`config.mk`:
```
export PLATFORM = sky130hd
export DESIGN_NAME = robo_controlador_flat
export DESIGN_NICKNAME = d
export VERILOG_FILES = /design/src/rtl/robo_controlador_if.sv /design/src/rtl/robo_controlador.sv /design/src/flat_wrapper.sv
export SDC_FILE = /design/constraint.sdc
export NUM_CORES = 1
export LEC_CHECK = 0
export ABC_AREA = 1
export BUFFER_PORTS_ARGS = -buffer_cell sky130_fd_sc_hd__buf_2
export CAP_MARGIN = 20
export CORE_ASPECT_RATIO = 0.9
export CORE_MARGIN = 2
export CORE_UTILIZATION = 59
export DETAILED_ROUTE_END_ITERATION = 10
export PLACE_DENSITY = 0.91
export SYNTH_ARGS = -nofsm -noshare
export SYNTH_HDL_FRONTEND = slang
export SYNTH_SLANG_ARGS = --single-unit
```
`constraint.sdc`:
```
create_clock -name Clock50 -period 4.4 [get_ports Clock50]
set_input_delay 0.88 -clock Clock50 [delete_from_list [all_inputs] [get_ports Clock50]]
set_output_delay 0.88 -clock Clock50 [all_outputs]
set_load 0.02 [all_outputs]
```
`src/rtl/robo_controlador_if.sv`:
```
// -----------------------------------------------------------------------------
// robo_controlador_if
// Bundles the sensor inputs and the command/status outputs of the maze robot
// controller.
//   master : controller side  (consumes sensors, drives commands and status)
//   slave  : map/robot side   (drives sensors, consumes commands and status)
// Signals:
//   head, left, under, barrier : wall ahead, wall on left, on goal, trash ahead
//   avancar, girar             : one-cycle forward-step / left-turn pulses
//   remover                    : level held while removing the barrier ahead
//   fim, erro                  : sticky goal-reached / removal-timeout flags
//   estado                     : current FSM state code (debug)
//   passos                     : saturating count of forward steps
// -----------------------------------------------------------------------------
interface robo_controlador_if;
  logic        head;
  logic        left;
  logic        under;
  logic        barrier;
  logic        avancar;
  logic        girar;
  logic        remover;
  logic        fim;
  logic        erro;
  logic [2:0]  estado;
  logic [15:0] passos;

  modport master (
    input  head, left, under, barrier,
    output avancar, girar, remover, fim, erro, estado, passos
  );

  modport slave (
    output head, left, under, barrier,
    input  avancar, girar, remover, fim, erro, estado, passos
  );
endinterface

```
`src/rtl/robo_controlador.sv`:
```
// -----------------------------------------------------------------------------
// robo_controlador
// Left-hand wall-following controller for a maze robot. Each decision step
// reads the sensors, then issues a forward step, a left turn, a right turn
// (three left-turn pulses) or a barrier removal. Reaching the goal cell or
// failing to clear a barrier in time parks the FSM until reset.
// Ports:
//   Clock50 : single clock, rising edge
//   Reset   : synchronous, active-high
//   bus     : robo_controlador_if.master (sensors in, commands/status out)
// Every output is driven straight from a register.
// -----------------------------------------------------------------------------
module robo_controlador (
  input  logic               Clock50,
  input  logic               Reset,
  robo_controlador_if.master bus
);

  typedef enum logic [2:0] {
    INICIO   = 3'd0,
    DECIDE   = 3'd1,
    PULSO    = 3'd2,
    ESPERA   = 3'd3,
    GIRA_DIR = 3'd4,
    REMOVE   = 3'd5,
    FIM      = 3'd6,
    ERRO     = 3'd7
  } state_t;

  state_t      state_q, state_d;
  logic        virou_q, virou_d;
  logic [2:0]  gcnt_q, gcnt_d;
  logic [3:0]  rcnt_q, rcnt_d;
  logic        avancar_q, avancar_d;
  logic        girar_q, girar_d;
  logic        remover_q, remover_d;
  logic        fim_q, fim_d;
  logic        erro_q, erro_d;
  logic [15:0] passos_q, passos_d;

  function automatic logic [15:0] sat_inc(input logic [15:0] v, input logic inc);
    if (!inc || v == 16'hFFFF) return v;
    return v + 16'd1;
  endfunction

  // Next-state and next-command logic. Commands are computed for the state
  // being entered so that they appear in the same cycle as that state.
  always_comb begin
    state_d   = state_q;
    virou_d   = virou_q;
    gcnt_d    = gcnt_q;
    rcnt_d    = rcnt_q;
    avancar_d = 1'b0;
    girar_d   = 1'b0;
    remover_d = 1'b0;

    unique case (state_q)
      INICIO: state_d = DECIDE;

      DECIDE: begin
        if (bus.under) begin
          state_d = FIM;
        end else if (!bus.left && !virou_q) begin
          // Remember the left turn so the next step moves into the opening
          // instead of spinning in place.
          virou_d = 1'b1;
          state_d = PULSO;
          girar_d = 1'b1;
        end else if (bus.barrier) begin
          state_d   = REMOVE;
          rcnt_d    = 4'd0;
          remover_d = 1'b1;
        end else if (!bus.head) begin
          virou_d   = 1'b0;
          state_d   = PULSO;
          avancar_d = 1'b1;
        end else begin
          virou_d = 1'b0;
          state_d = GIRA_DIR;
          gcnt_d  = 3'd0;
          girar_d = 1'b1;
        end
      end

      PULSO:  state_d = ESPERA;
      ESPERA: state_d = DECIDE;

      GIRA_DIR: begin
        // Three left pulses on counts 0, 2, 4 make one right turn.
        if (gcnt_q == 3'd5) begin
          state_d = DECIDE;
        end else begin
          gcnt_d  = gcnt_q + 3'd1;
          girar_d = gcnt_q[0];
        end
      end

      REMOVE: begin
        if (!bus.barrier) begin
          state_d = ESPERA;
        end else if (rcnt_q == 4'd15) begin
          state_d = ERRO;
        end else begin
          rcnt_d    = rcnt_q + 4'd1;
          remover_d = 1'b1;
        end
      end

      FIM:  state_d = FIM;
      ERRO: state_d = ERRO;

      default: state_d = INICIO;
    endcase

    fim_d    = (state_d == FIM);
    erro_d   = (state_d == ERRO);
    passos_d = sat_inc(passos_q, avancar_q);
  end

  // State and output registers
  always_ff @(posedge Clock50) begin
    if (Reset) begin
      state_q   <= INICIO;
      virou_q   <= 1'b0;
      gcnt_q    <= 3'd0;
      rcnt_q    <= 4'd0;
      avancar_q <= 1'b0;
      girar_q   <= 1'b0;
      remover_q <= 1'b0;
      fim_q     <= 1'b0;
      erro_q    <= 1'b0;
      passos_q  <= 16'd0;
    end else begin
      state_q   <= state_d;
      virou_q   <= virou_d;
      gcnt_q    <= gcnt_d;
      rcnt_q    <= rcnt_d;
      avancar_q <= avancar_d;
      girar_q   <= girar_d;
      remover_q <= remover_d;
      fim_q     <= fim_d;
      erro_q    <= erro_d;
      passos_q  <= passos_d;
    end
  end

  assign bus.avancar = avancar_q;
  assign bus.girar   = girar_q;
  assign bus.remover = remover_q;
  assign bus.fim     = fim_q;
  assign bus.erro    = erro_q;
  assign bus.estado  = state_q;
  assign bus.passos  = passos_q;

endmodule

```
`src/flat_wrapper.sv`:
```
// flat-port wrapper written by rule: the top's interface ports become plain ports
module robo_controlador_flat 
  (Clock50, Reset, bus_head, bus_left, bus_under, bus_barrier, bus_avancar, bus_girar, bus_remover, bus_fim, bus_erro, bus_estado, bus_passos);
  robo_controlador_if bus_i ();
  input  logic Clock50;
  input  logic Reset;
  input wire logic [$bits(bus_i.head)-1:0] bus_head;
  input wire logic [$bits(bus_i.left)-1:0] bus_left;
  input wire logic [$bits(bus_i.under)-1:0] bus_under;
  input wire logic [$bits(bus_i.barrier)-1:0] bus_barrier;
  output wire logic [$bits(bus_i.avancar)-1:0] bus_avancar;
  output wire logic [$bits(bus_i.girar)-1:0] bus_girar;
  output wire logic [$bits(bus_i.remover)-1:0] bus_remover;
  output wire logic [$bits(bus_i.fim)-1:0] bus_fim;
  output wire logic [$bits(bus_i.erro)-1:0] bus_erro;
  output wire logic [$bits(bus_i.estado)-1:0] bus_estado;
  output wire logic [$bits(bus_i.passos)-1:0] bus_passos;
  assign bus_i.head = bus_head;
  assign bus_i.left = bus_left;
  assign bus_i.under = bus_under;
  assign bus_i.barrier = bus_barrier;
  assign bus_avancar = bus_i.avancar;
  assign bus_girar = bus_i.girar;
  assign bus_remover = bus_i.remover;
  assign bus_fim = bus_i.fim;
  assign bus_erro = bus_i.erro;
  assign bus_estado = bus_i.estado;
  assign bus_passos = bus_i.passos;
  robo_controlador u_core (.Clock50(Clock50), .Reset(Reset), .bus(bus_i));
endmodule
```
After elaboration in Yosys (flattened, before gate mapping)
Cells that the tools add are included.
{ "word_totals": {"mem_bits_ro": 0, "latchBits": 0, "output_inout_bits": 24, "register_bits": 32, "memories": 0, "elab_cells": 87, "mem_bits_rw": 0, "input_bits": 6} }
{ "classes": {"muxes": 37, "n_eq_ne": 22, "bitwise_logic": 2, "n_shift": 0, "multipliers": 0, "n_reduce_logical": 13, "n_div": 0, "n_addsub": 3, "order_cmp": 0} }
{ "op_table": {"columns": ["op", "count"], "rows": [
  ["$mux W3", 12],
  ["$eq A3 B3 Y1 const B", 7],
  ["$pmux W3 S7", 1],
  ["$mux W4", 5],
  ["$ne A2 B2 Y1 const B", 9],
  ["$add A16 B1 Y16 const B", 1],
  ["$eq A16 B16 Y1 const B", 1],
  ["$mux W16", 1],
  ["$mux W1", 14],
  ["$reduce_and A6 Y1", 2],
  ["$pmux W4 S2", 1],
  ["$eq A3 B2 Y1 const B", 2],
  ["$pmux W3 S2", 1],
  ["$reduce_or A5 Y1", 1],
  ["$add A4 B1 Y4 const B", 1],
  ["$eq A4 B4 Y1 const B", 1],
  ["$pmux W1 S2", 2],
  ["$reduce_bool A2 Y1", 2],
  ["$add A3 B1 Y3 const B", 1],
  ["$eq A3 B1 Y1 const B", 1],
  ["$logic_not A1 Y1", 3],
  ["$logic_not A3 Y1", 1],
  ["$reduce_and A3 Y1", 1],
  ["$ne A2 B1 Y1 const B", 1],
  ["4 further kinds", 5]
]} }

Depth between registers and ports, before layout
{ "depth": {"word_depth": 6, "mapped_depth": 10, "mapped_depth_nobuf": 10} }

Least setup slack after synthesis
OpenSTA, ideal clock, no wires.
{ "synth_path": {"kind": "input to register", "startpoint": "in bus_barrier", "endpoint": "reg u_core.rcnt_q[1]", "path_buffers": 0, "stages": 7, "setup_time_ns": 0.116, "path_slack_ns": 2.744, "required_time_ns": 4.284, "arrival_ns": 1.540, "cell_sequence": "inv_1 > nor2_1 > nand3_1 > nand2_1 > inv_1 > o21ai_0 > nor2_1"} }
{ "synth_via": {"elab_chain_len": 2, "elab_cells_between_ends": 3, "classes_between": "eq/ne: 2; reduce/logical: 1"} }
{ "synth_rtl": {"columns": ["item", "line", "rtl"], "rows": [
  ["start: declaration", "flat_wrapper.sv:10", "input wire logic [$bits(bus_i.barrier)-1:0] bus_barrier;"],
  ["$ne A2 B2 Y1 (no line)", null, null],
  ["$reduce_and A6 Y1 (no line) (*)", null, null],
  ["end signal: assignment", "robo_controlador.sv:137", "rcnt_q <= rcnt_d;"],
  ["end: declaration", "robo_controlador.sv:33", "logic [3:0] rcnt_q, rcnt_d;"]
]} }
Every way passes the cells marked *; elsewhere a longest branch is shown, timed or not.
A chain may end at the register's enable or synchronous reset.

Final worst setup path
{ "layout_path": {"startpoint": "reg u_core.passos_q[0], in the netlist u_core.bus.passos[0]", "endpoint": "out bus_passos[0]"} }
{ "layout_lines": {"columns": ["item", "line", "rtl"], "rows": [
  ["start: declaration", "robo_controlador.sv:39", "logic [15:0] passos_q, passos_d;"],
  ["start signal: assignment", "robo_controlador.sv:143", "passos_q <= passos_d;"],
  ["end: declaration", "flat_wrapper.sv:17", "output wire logic [$bits(bus_i.passos)-1:0] bus_passos;"]
]} }
No word-level cell between the ends.

==> out/results.tsv <==
stage	metric	value	unit
outcome	outcome	finished, final reports clean	
setup_path	R2R Path End	u_core.bus.passos[7]$_SDFFE_PP0N_	
sta	Setup WS post-layout	2.50	ns
clock_network	Longest Clk Path Bufs	2	
logic_synthesis	Warnings, synthesis	0	
setup_path	cell-by-cell listing of the critical path	buf_2	
routing	number of DRC markers in iteration 0	107	
setup_path	startpoint types	register	
final_layout	ratio of cells with drive above 1 in the final layout	15.4	%
routing	drt wl/cell	11.1	um
pwr	Max IR drop VDD	0.221	mV
floorplan	Initial Util	63.0	%
logic_synthesis	Synth Register Bits	32	
setup_path	crit path max fanout	7	
sta	minimum clock period	1.90	ns
sta	Achievable Freq	527	MHz
pwr	Pwr Density	327	nW/um^2
logic_synthesis	syn_nets	283	
sta	Setup TNS	0	ns
global_routing	vias in the first global route	1610	
clock_network	CTS tree	done	
place	Place WS	2.43	ns
setup_path	Crit. End Element	primary output	
routing	Via density	5.36	
clock_network	clk root buf	clkbuf_4	
global_routing	grt ovf	0	
global_routing	largest net degree at the start of global routing	26	
pwr	Reg power frac	51.1	%
floorplan	Die Y	55.8	um
final_layout	nets	314	
worst_hold_path	Hold Path Origin	u_core.gcnt_q[1]$_SDFFE_PP0P_	
routing	DRC	0	
setup_path	crit path max-delay cell type	dfxtp_1	
clock_network	clk sinks	32	
clock_network	Reg clk slew, reported paths	0.11	ns
setup_path	CP Data Required Time	3.52	ns
sta	RSZ-0062 raised after global routing	no	
pwr	leakage power	0.862	nW
global_routing	total global-route track usage	24.5	%
setup_path	Crit path arrival time	1.02	ns
final_layout	area grow syn2layout	12.4	%
logic_synthesis	Syn Std Cell Area	1760	um^2
clock_network	post-CTS sizing	0	
final_layout	Antenna Cells	0	
clock_network	clk_lat worst skew	0.34	ns
setup_path	CP bufs+invs	1	
clock_network	htree depth	2	
sta	final hold vios	0	
clock_network	TritonCTS Buffers	5	
logic_synthesis	Synth cell types	23	
place	Buffers on Ports	29	
sta	Rel. slew slack	64.3	%
worst_hold_path	Worst Hold Path EP	u_core.gcnt_q[1]$_SDFFE_PP0P_	
sta	period utilization	43.2	%
pwr	Clk pwr share	26.4	%
sta	Slew @ Worst Pin	0.536	ns
floorplan	core area	2790	um^2
sta	Slew Limit Fails	0	
setup_path	Worst Reg-to-Reg Cells	7	
logic_synthesis	mean area per synthesized cell	6.45	um^2
place	HPWL after detailed placement	2800	um
floorplan	die area	3440	um^2
job	Max Cap Viol	0	
worst_hold_path	Hold Path Depth	2	
global_routing	first-pass GRT wire length	6520	um
routing	final WL	3840	um
setup_path	CP top delay family	flip-flops	
routing	Routed Antenna Nets	0	
setup_path	Worst path max stage delay	0.47	ns
sta	clock skew	0.0158	ns
pwr	Sw Share	35.7	%
clock_network	number of post-CTS setup repair buffers	0	
final_layout	# fillers	264	
clock_network	post-cts hold buffer count	0	
pwr	switching power	231	uW
setup_path	critical setup path kind	register to primary output	
floorplan	I/O pins	30	
floorplan	die width	61.6	um
global_routing	antenna violations before repair	0	
setup_path	FF-to-FF Start	u_core.bus.passos[0]$_SDFFE_PP0N_	
worst_hold_path	worst hold path class	register to register	
sta	Hold Slack	0.493	ns
logic_synthesis	sequential-to-total area share from yosys stat	36.4	%
place	routability cong.	0.890	
floorplan	Rows	18	
setup_path	Worst R2R Setup Slack	2.54	ns
sta	Finish-stage setup viols	0	
pwr	Cell Int Power	415	uW
pwr	Logic pwr share	22.4	%
routing	Vias	1848	
routing	Pre-Repair DR Iteration Count	5	
logic_synthesis	Synth Instances	273	
stage by stage:
step	cell area, um^2	cells	power (mW)	util, %
final	1980	345	0.646	70.8
after global routing	1980	345	0.688	70.8
after CTS	1980	345	0.648	70.8
after detailed placement	1920	337	0.478	68.8
after global placement	1920	337	0.476	68.8
after floorplan	1760	273	0.439	-
cells in the mapped netlist:
cell      instances  area, um^2
a21oi_1          19        95.1
a21oi_2           1        8.76
a31oi_1           2        12.5
buf_1             1        3.75
buf_6             2        22.5
clkbuf_1          2        7.51
dfxtp_1          32         641
ha_1              4        50.1
inv_1            33         124
nand2_1          80         300
nand2_2           2        12.5
nand3_1          21         105
nand4_1           8        50.1
nor2_1           40         150
nor2_2            3        18.8
nor2_4            1        11.3
nor3_1            1        5.00
nor4_1            1        6.26
o21ai_0           9        45.0
o21ai_2           1        8.76
or2_2             2        12.5
xnor2_1           4        35.0
xor2_1            4        35.0
worst max-delay path by stage:
stage / startpoint / slack [ns] / end / cells past startpoint
final: u_core.bus.passos[0]$_SDFFE_PP0N_ / 2.50 / bus_passos[0] / 1
after floorplan: bus_barrier / 2.74 / u_core.rcnt_q[1]$_SDFFE_PP0P_ / 7
after CTS: u_core.bus.passos[0]$_SDFFE_PP0N_ / 2.49 / bus_passos[0] / 1
after detailed placement: bus_barrier / 2.43 / u_core.rcnt_q[1]$_SDFFE_PP0P_ / 8
after global routing: u_core.bus.passos[0]$_SDFFE_PP0N_ / 2.36 / u_core.bus.passos[2]$_SDFFE_PP0N_ / 7
after global placement: bus_barrier / 2.52 / u_core.rcnt_q[1]$_SDFFE_PP0P_ / 8
flip-flops by register name, summed over array words and instances (netlist names):
signal and count:
u_core.bus.passos 16, u_core.rcnt_q 4, u_core.bus.estado 3, u_core.gcnt_q 3, u_core.bus.avancar 1, u_core.bus.erro 1
u_core.bus.fim 1, u_core.bus.girar 1, u_core.bus.remover 1, u_core.virou_q 1
power groups by stage:
stage,combinational (mW),clock (mW),sequential (mW)
after detailed placement,0.142,0,0.336
after CTS,0.143,0.174,0.330
after global routing,0.165,0.189,0.333
final,0.145,0.171,0.330
after floorplan,0.0910,0,0.348
after global placement,0.141,0,0.335
final cells by class:
type / instances / area [um^2] / area share [%]
sequential: 32 / 641 / 32.4
clock buffer: 5 / 37.5 / 1.90
tap: 40 / 50.0 / 2.53
clock inverter: 3 / 18.8 / 0.949
multi-input combinational: 203 / 962 / 48.6
timing repair buffer: 29 / 145 / 7.34
inverter: 33 / 124 / 6.26
placed cells by master, fill, tap and decap left out:
| cell | synthesis | routed |
|---|---|---|
| nand4_1 | 8 | 8 |
| or2_2 | 2 | 2 |
| nor3_1 | 1 | 1 |
| nor2_2 | 3 | 3 |
| o21ai_0 | 9 | 9 |
| xnor2_1 | 4 | 4 |
| nand2_1 | 80 | 80 |
| inv_1 | 33 | 33 |
| nor2_4 | 1 | 1 |
| ha_1 | 4 | 4 |
| xor2_1 | 4 | 4 |
| nor2_1 | 40 | 40 |
| dfxtp_1 | 32 | 32 |
| nor4_1 | 1 | 1 |
| a21oi_2 | 1 | 1 |
| clkbuf_4 | 0 | 5 |
| buf_2 | 0 | 29 |
| clkinv_2 | 0 | 2 |
| nand3_1 | 21 | 21 |
| a31oi_1 | 2 | 2 |
| clkinv_4 | 0 | 1 |
| a21oi_1 | 19 | 19 |
| nand2_2 | 2 | 2 |
| o21ai_2 | 1 | 1 |
cell families (layout without fill, tap and decap cells):
logic type / after synthesis / count (layout) / share of synthesized area [%]
AOI/OAI and AO/OA: 32 / 32 / 9.67
xor gates and xnor gates: 8 / 8 / 3.98
adders and majority gates: 4 / 4 / 2.84
buffers and inverters: 38 / 70 / 8.96
DFF: 32 / 32 / 36.4
and+or+nand+nor: 159 / 159 / 38.2
routing by layer:
metal / track usage, % / up-vias / part of all wire (%)
met5: 0 / - / 0
met4: 8.21 / 0 / 1.9
met3: 6.51 / 9 / 5.9
met2: 41.7 / 66 / 49
met1: 28.9 / 840 / 44
li1: - / 933 / -
Note: power is estimated with default switching activity, not from simulation.
